### src/rtl/cva6_lsu_mem_pkg.sv
// Shared types for the LSU memory responder: queue entry layout and counter width.
// Pure declarations. No logic, no latency, no backpressure.
package cva6_lsu_mem_pkg;

  localparam int TIMER_W    = 4;
  localparam int ADDR_W_MAX = 64;
  localparam int CNT_W      = 4;

  typedef logic [CNT_W-1:0] lsu_cnt_t;

  // Addresses narrower than ADDR_W_MAX are stored zero-extended.
  typedef struct packed {
    logic [ADDR_W_MAX-1:0] addr;
    logic [TIMER_W-1:0]    timer;
  } lsu_mem_entry_t;

endpackage

### src/rtl/lsu_resp_queue.sv
// In-order response queue with per-entry countdown timers; head pulses when its timer hits 0.
// Latency LAT cycles from push to pulse; no backpressure here, the caller must not push when full.
module lsu_resp_queue #(
  parameter int DEPTH  = 2,
  parameter int LAT    = 3,
  parameter int ADDR_W = 32
) (
  input  logic                       clk_i,
  input  logic                       rst_i,
  input  logic                       push_i,
  input  logic [ADDR_W-1:0]          push_addr_i,
  output logic                       resp_o,
  output logic [ADDR_W-1:0]          resp_addr_o,
  output logic [$clog2(DEPTH+1)-1:0] count_o
);
  import cva6_lsu_mem_pkg::*;

  localparam int                 PTR_W    = (DEPTH > 1) ? $clog2(DEPTH) : 1;
  localparam int                 CW       = $clog2(DEPTH + 1);
  localparam logic [TIMER_W-1:0] LAT_INIT = TIMER_W'(LAT - 1);
  localparam logic [PTR_W-1:0]   LAST     = PTR_W'(DEPTH - 1);

  lsu_mem_entry_t   mem_q [DEPTH];
  logic [DEPTH-1:0] vld_q;
  logic [PTR_W-1:0] head_q;
  logic [PTR_W-1:0] tail_q;
  lsu_cnt_t         count_q;
  logic             pop;

  function automatic logic [PTR_W-1:0] ptr_next(input logic [PTR_W-1:0] p);
    return (p == LAST) ? '0 : p + PTR_W'(1);
  endfunction

  assign pop         = vld_q[head_q] && (mem_q[head_q].timer == '0);
  assign resp_o      = pop;
  assign resp_addr_o = pop ? mem_q[head_q].addr[ADDR_W-1:0] : '0;
  assign count_o     = count_q[CW-1:0];

  // Payload storage needs no reset: vld_q gates every use of it.
  always_ff @(posedge clk_i) begin
    for (int i = 0; i < DEPTH; i++) begin
      if (vld_q[i] && (mem_q[i].timer != '0)) begin
        mem_q[i].timer <= mem_q[i].timer - TIMER_W'(1);
      end
    end
    if (push_i) begin
      mem_q[tail_q] <= '{addr: ADDR_W_MAX'(push_addr_i), timer: LAT_INIT};
    end
  end

  always_ff @(posedge clk_i or posedge rst_i) begin
    if (rst_i) begin
      vld_q   <= '0;
      head_q  <= '0;
      tail_q  <= '0;
      count_q <= '0;
    end else begin
      if (pop) begin
        vld_q[head_q] <= 1'b0;
        head_q        <= ptr_next(head_q);
      end
      if (push_i) begin
        vld_q[tail_q] <= 1'b1;
        tail_q        <= ptr_next(tail_q);
      end
      case ({push_i, pop})
        2'b10:   count_q <= count_q + lsu_cnt_t'(1);
        2'b01:   count_q <= count_q - lsu_cnt_t'(1);
        default: count_q <= count_q;
      endcase
    end
  end

endmodule

### src/rtl/cva6_lsu_mem_responder.sv
// LSU memory responder: independent load/store queues returning one-cycle completion pulses.
// Fixed LOAD/STORE_LATENCY per type; req_ready_o drops when either queue is full (no pass-through).
module cva6_lsu_mem_responder #(
  parameter int LOAD_LATENCY  = 3,
  parameter int STORE_LATENCY = 3,
  parameter int DEPTH         = 2,
  parameter int ADDR_W        = 32
) (
  input  logic                       clk_i,
  input  logic                       rst_i,
  input  logic                       req_valid_i,
  input  logic                       req_is_load_i,
  input  logic [ADDR_W-1:0]          req_addr_i,
  output logic                       req_ready_o,
  output logic                       load_mem_resp_o,
  output logic [ADDR_W-1:0]          load_resp_addr_o,
  output logic                       store_mem_resp_o,
  output logic [ADDR_W-1:0]          store_resp_addr_o,
  output logic [$clog2(DEPTH+1)-1:0] load_pending_o,
  output logic [$clog2(DEPTH+1)-1:0] store_pending_o
);
  import cva6_lsu_mem_pkg::*;

  localparam int          CW      = $clog2(DEPTH + 1);
  localparam logic [CW-1:0] DEPTH_C = CW'(DEPTH);

  logic accept;
  logic load_push;
  logic store_push;

  // Ready is a function of occupancy only, never of a same-cycle pop.
  assign req_ready_o = !rst_i && (load_pending_o < DEPTH_C) && (store_pending_o < DEPTH_C);
  assign accept      = req_valid_i && req_ready_o;
  assign load_push   = accept && req_is_load_i;
  assign store_push  = accept && !req_is_load_i;

  lsu_resp_queue #(
    .DEPTH  (DEPTH),
    .LAT    (LOAD_LATENCY),
    .ADDR_W (ADDR_W)
  ) u_load_q (
    .clk_i       (clk_i),
    .rst_i       (rst_i),
    .push_i      (load_push),
    .push_addr_i (req_addr_i),
    .resp_o      (load_mem_resp_o),
    .resp_addr_o (load_resp_addr_o),
    .count_o     (load_pending_o)
  );

  lsu_resp_queue #(
    .DEPTH  (DEPTH),
    .LAT    (STORE_LATENCY),
    .ADDR_W (ADDR_W)
  ) u_store_q (
    .clk_i       (clk_i),
    .rst_i       (rst_i),
    .push_i      (store_push),
    .push_addr_i (req_addr_i),
    .resp_o      (store_mem_resp_o),
    .resp_addr_o (store_resp_addr_o),
    .count_o     (store_pending_o)
  );

endmodule
### config.mk
export PLATFORM = sky130hd
export DESIGN_NAME = cva6_lsu_mem_responder
export DESIGN_NICKNAME = d
export VERILOG_FILES = /design/src/rtl/cva6_lsu_mem_pkg.sv /design/src/rtl/lsu_resp_queue.sv /design/src/rtl/cva6_lsu_mem_responder.sv
export SDC_FILE = /design/constraint.sdc
export NUM_CORES = 1
export LEC_CHECK = 0
export CAP_MARGIN = 25
export CORE_MARGIN = 8
export CORE_UTILIZATION = 53
export DETAILED_ROUTE_END_ITERATION = 12
export GPL_TIMING_DRIVEN = 1
export PLACE_DENSITY = 0.81
export SLEW_MARGIN = 10
export SYNTH_ARGS = -nofsm -noshare
export SYNTH_HDL_FRONTEND = slang
export SYNTH_SLANG_ARGS = --single-unit
export TNS_END_PERCENT = 10
### constraint.sdc
create_clock -name clk_i -period 3.2 [get_ports clk_i]
set_clock_uncertainty 0.2 [all_clocks]
set_input_delay 0.64 -clock clk_i [delete_from_list [all_inputs] [get_ports clk_i]]
set_output_delay 0.64 -clock clk_i [all_outputs]
set_load 0.01 [all_outputs]
# --- Word level (Yosys, flattened, before mapping) ---
# Memories as Yosys holds them, arrays and structs flattened.
# Index checks and enable logic that the tools add are counted.
op_classes:
  reduce_logical: 25
  n_eq_ne: 4
  bitwise: 6
  n_addsub: 12
  magnitude_cmp: 10
  mux: 36
ops:
  columns: ["cell", "n"]
  rows:
  - ["2-to-1 mux 32 bit", 2]
  - ["2-to-1 mux 1 bit", 24]
  - ["subtractor 4 x 1 -> 4 bit, second input constant", 6]
  - ["one-hot mux 4 bit (2 select lines)", 2]
  - ["nonzero test 4 bit", 4]
  - ["logical AND 1 bit", 15]
  - ["adder 4 x 1 -> 4 bit, second input constant", 2]
  - ["logical NOT 4 bit", 2]
  - ["less-than comparator 1 x 2 -> 1 bit, second input constant", 4]
  - ["2-to-1 mux 2 bit", 4]
  - ["adder 1 bit, second input constant", 4]
  - ["AND 2 bit", 2]
  - ["demux 1 bit (select 1 bit)", 4]
  - ["== test 2 x 1 -> 1 bit, second input constant", 2]
  - ["== test 2 bit, second input constant", 2]
  - ["greater-or-equal comparator 1 bit, second input constant", 4]
  - ["less-than comparator 2 bit, second input constant", 2]
  - ["NOT 2 bit", 2]
  - ["OR 2 bit", 2]
  - ["nonzero test 2 bit", 2]
  - ["logical NOT 1 bit", 2]
totals:
  in_bits: 36
  n_memories: 2
  regBits: 16
  wordCells: 103
  ram_bits: 144
memory_table:
  columns: ["name", "depth", "word_bits", "read_ports", "rd_clocked_by_memory_dff", "write_ports", "line_no", "rtl"]
  rows:
  - ["u_load_q.mem_q", 2, 36, 3, 0, 3, "lsu_resp_queue.sv:23", "lsu_mem_entry_t mem_q [DEPTH];"]
  - ["u_store_q.mem_q", 2, 36, 3, 0, 3, "lsu_resp_queue.sv:23", null]

# --- Logic depth before layout (Yosys ltp) ---
logic_depth:
  word_depth: 9
  ltp_mapped: 9

# --- Cells and area by module ---
# Synthesis repeated with hierarchy kept, for this count alone.
unflattened:
  hier_cells: 508
  hier_area_um2: 6606.3
by_module_without_submodules:
  columns: ["module", "area_each_um2", "cells_each", "n_inst", "seq_area_each_um2"]
  rows:
  - ["lsu_resp_queue (u_load_q)", 3324.4, 252, 1, 2232.1]
  - ["lsu_resp_queue (u_store_q)", 3256.9, 253, 1, 2232.1]
  - ["cva6_lsu_mem_responder", 25.0, 3, 1, 0.0]

# --- Worst setup path after synthesis ---
# Ideal clock, no wire load.
synth_path:
  kind: "input -> register"
  startpoint: "input rst_i"
  endpoint: "memory u_store_q.mem_q[0][10] (netlist name) (enable)"
  t_arrival_ns: 2.038
  stages: 2
  setup_ns: 0.396
  t_required_ns: 2.604
  setup_slack_ns: 0.566
  cell_sequence: "or4b_4 nor3_4"
synth_lines:
  columns: ["element", "line_no", "rtl"]
  rows:
  - ["start: declaration", "cva6_lsu_mem_responder.sv:10", "input logic rst_i,"]
  - ["end: declaration", "lsu_resp_queue.sv:23", null]

# --- Worst setup path after layout ---
layout_path:
  startpoint: "register u_load_q.head_q"
  endpoint: "output load_resp_addr_o[28]"
layout_via:
  elab_chain_cells: 4
  word_cells_on_any_way: 6
  classes_between: "mux: 3; reduce/logical: 2; memory: 1"
layout_rtl:
  columns: ["element", "line_no", "rtl"]
  rows:
  - ["start: declaration", "lsu_resp_queue.sv:25", "logic [PTR_W-1:0] head_q;"]
  - ["start signal: assignment", "lsu_resp_queue.sv:60", "head_q <= ptr_next(head_q);"]
  - ["memory (2 x 36 bit) or 2-to-1 mux 1 bit (tied branches)", null, null]
  - ["logical NOT 4 bit or 2-to-1 mux 1 bit (tied branches)", "lsu_resp_queue.sv:34", "assign pop = vld_q[head_q] && (mem_q[head_q].timer == '0);"]
  - ["logical AND 1 bit", "lsu_resp_queue.sv:34", null]
  - ["2-to-1 mux 32 bit *", "lsu_resp_queue.sv:36", "assign resp_addr_o = pop ? mem_q[head_q].addr[ADDR_W-1:0] : '0;"]
  - ["end: declaration", "cva6_lsu_mem_responder.sv:16", "output logic [ADDR_W-1:0] load_resp_addr_o,"]
# Mark *: on every way between the ends. The rest lies on a longest branch, timed or not. The select of a mux whose other input is x is not followed.

==> impl_metrics.toml <==
[status]
status = "complete, no violations"

[worst_setup_path]
cp_slowest_cell = "clkdlybuf4s50_1"
r2r-end = "u_load_q.mem_q[1][19]"
rr_worst_depth = 3
critPathCaptureType = "output pin"
critPathMaxStageDelay_ps = 580
critPathLaunchType = "flop"
regToRegSetupSlack_ps = 1070
path_buf_inv = 2
startpoint = "u_load_q.head_q"
crit_chain = "nor3_2 > nand2_2 > buf_4 > o22ai_1 > clkdlybuf4s50_1"
r2r-start = "u_load_q.count_q[1]"
critPathKind = "flop to output pin"
path_depth = 5
crit_path_max_fanout = 14
endpoint = "load_resp_addr_o[28]"
required_ps = 2360
cp.arrival_ps = 2320
crit_family = "buffers and inverters"

[grt]
grt_max_degree = 49
grt_antenna_before_repair = 0
grt_use_total = 0.202
grt_pass1_wl_mm = 24.6
grt_pass1_vias = 4511
gr-total-overflow = 0

[logic_synthesis]
synth_compound_area_frac = 0.0611
synth_area_per_cell_um2 = 13.0
ys_warn_count = 0
synth_most_common_cell = "edfxtp_1"
synthMuxAreaShare = 0.0656
syn_area_um2 = 6450
ys_seq_elements = 156
ys.flop_type = "edfxtp_1"
synthSimpleGateAreaFrac = 0.132
synth_top_cell_by_area = "edfxtp_1"
synthAdderAreaFrac = 0.0116
synth_xor_area_frac = 0.0109
synth_edf_count = 128
synthDistinctLibCells = 36
synthTopCellsByArea = "edfxtp_1, nand2_1, mux2_2"
async_flop_share = 0.0769
netlist_instances = 496
synth_common_cells = "edfxtp_1, nand2_1, nor2_1"
yosysTopAreaCellShare = 0.596
synth_top_family_by_area = "simple AND/OR/NAND/NOR gates"
synth_nets = 538
synth_seq_area_share = 0.692

[timing]
slew_headroom = 0.662
tightest_slew_ps = 506
rsz0062_at_grt = "yes"
fin_crit_ps = 3160
finalCritPeriodShare = 0.989
final_max_slew_viol_count = 0
max_freq_mhz = 316
setup_violations = 0
whs_ps = 324
hold_viol = 0

[place]
port-buffer-count = 106
hpwlAfterDp_mm = 9.88
place_congestion = 0.749
place_area_um2 = 7740

[power_and_ir_drop]
irDropWorstVdd_uv = 514
leakage_nw = 3.45
comb_power_share = 0.322
power_mw = 7.24
pwr-share-seq = 0.382
clkPwrFrac = 0.296
switching_share = 0.323
p_sw_mw = 2.33
p_int_mw = 4.90
power_density_nw_per_um2 = 848

[clocking]
clkSinkCount = 156
cts_tree = "built"
h-tree-depth = 4
cts_root_buf = "clkbuf_16"
cts_buffers = 17
clock_latency_ps = 420
clock_path_buffers = 2
cts_hold_buf = 0
cts.clk_slew.worst_paths_ps = 60

[route]
drt_first_pass_iters = 5
drc = 0
drt_first_iter_violations = 314
drt-vias-per-instance = 5.65
vias = 4378
wl_per_cell_um = 20.4
drtAntennaViolNets = 0
drt-total-wl_mm = 15.8

[cells_and_area]
final_core_util = 0.713
fillers = 770
antenna_cells = 0
num-nets-final = 657
fin_area_um2 = 8530
area_growth_pct = 32.3
drive_gt1_frac = 0.161

[die]
die_area_um2 = 16000
die_height_um = 126
io_pins = 107
initial_core_util = 0.539
rows = 40
coreArea_um2 = 12000
dieWidth_um = 126

[worst_hold_path]
hp-class = "flop to flop"

[flow_run]
drv.max_cap_violation_count = 0
==> area by class of cell <==
cell class	instances	area, um^2	share of cell area
Clock buffer	19	433	0.0507
Inverter	12	45.0	0.00528
Tap cell	147	184	0.0216
Multi-Input combinational cell	301	1850	0.217
Sequential cell	156	4470	0.524
Timing Repair Buffer	127	1350	0.159
Clock inverter	13	198	0.0232
==> cells in the final DEF (no fill, tap or decap), types with 6 or more instances in the layout <==
| cell | synthesis | routed |
|---|---|---|
| edfxtp_1 | 128 | 128 |
| nand2_1 | 108 | 107 |
| clkdlybuf4s50_1 | 0 | 77 |
| nor2_1 | 47 | 45 |
| o22ai_1 | 34 | 34 |
| mux2_2 | 34 | 32 |
| dlymetal6s2s_1 | 0 | 27 |
| clkbuf_16 | 0 | 17 |
| dfxtp_1 | 16 | 16 |
| a21oi_1 | 14 | 14 |
| buf_4 | 1 | 14 |
| inv_1 | 12 | 12 |
| dfrtp_1 | 12 | 9 |
| a21o_1 | 7 | 7 |
| xnor2_1 | 6 | 6 |
| ha_1 | 6 | 6 |
==> kinds of logic (layout without fill, tap and decap cells) <==
| logic type | count (synthesis) | in the layout |
|---|---|---|
| xor gates and xnor gates | 8 | 8 |
| DFF | 156 | 156 |
| AOI/OAI and AO/OA | 62 | 62 |
| and+or+nand+nor | 187 | 187 |
| adders and majority gates | 6 | 6 |
| muxes | 38 | 38 |
| buffers and inverters | 39 | 171 |
==> power groups by stage <==
stage          Combinational [mW]  Sequential [mW]  Clock, mW
2_1_floorplan                1.46             2.69          0
3_3_place_gp                 2.12             2.73          0
3_5_place_dp                 2.21             2.76          0
4_1_cts                      2.30             2.75       2.15
5_1_grt                      2.53             2.80       2.23
6_report                     2.33             2.77       2.14
==> state kept, by name, indices dropped and copies added, names as in the netlist <==
| name | flops |
|---|---|
| u_load_q.count_q | 2 |
| u_store_q.tail_q | 1 |
| u_store_q.vld_q | 2 |
| u_load_q.vld_q | 2 |
| u_store_q.head_q | 1 |
| u_load_q.mem_q | 72 |
| u_store_q.count_q | 2 |
| u_load_q.head_q | 1 |
| u_load_q.tail_q | 1 |
| u_store_q.mem_q | 72 |
==> layer usage <==
metal | up-vias | GRT usage | wire, um
li1 | 2029 | - | -
met4 | 0 | 0.0870 | 326
met2 | 170 | 0.340 | 8200
met3 | 24 | 0.0750 | 1210
met5 | - | 0 | 0
met1 | 2155 | 0.226 | 6090
==> worst reg2reg max path, stage by stage, from the launching register on <==
cell,delay (ps)
dfrtp_1,450
nor4b_2,430
and3_2,490
buf_12,250
==> worst min-delay path by stage <==
stage,start,cells after the start,to,slack (ps)
finish,u_store_q.count_q[0],1,u_store_q.count_q[0],320
global route,u_store_q.count_q[0],1,u_store_q.count_q[0],340
CTS,u_load_q.count_q[0],1,u_load_q.count_q[0],330
detailed placement,u_load_q.mem_q[0][2],2,u_load_q.mem_q[0][2],310
global placement,u_store_q.mem_q[1][2],2,u_store_q.mem_q[1][2],290
floorplan,u_store_q.mem_q[1][2],2,u_store_q.mem_q[1][2],270
==> repair_timing <==
action	CTS	global route
buffers inserted	2	3
resized for setup	13	31
pin swaps	1	3
endpoints found under the setup margin	58	52
==> per-stage QoR <==
step	setup slack, ps	setup TNS, ps	instances
after floorplan	566	0	496
after global placement	365	0	738
after detailed placement	274	0	738
after CTS	-6.45	-6.45	772
after global routing	-64.3	-247	775
final	36.0	0	775
No activity file was read; power rests on OpenSTA's default activity.
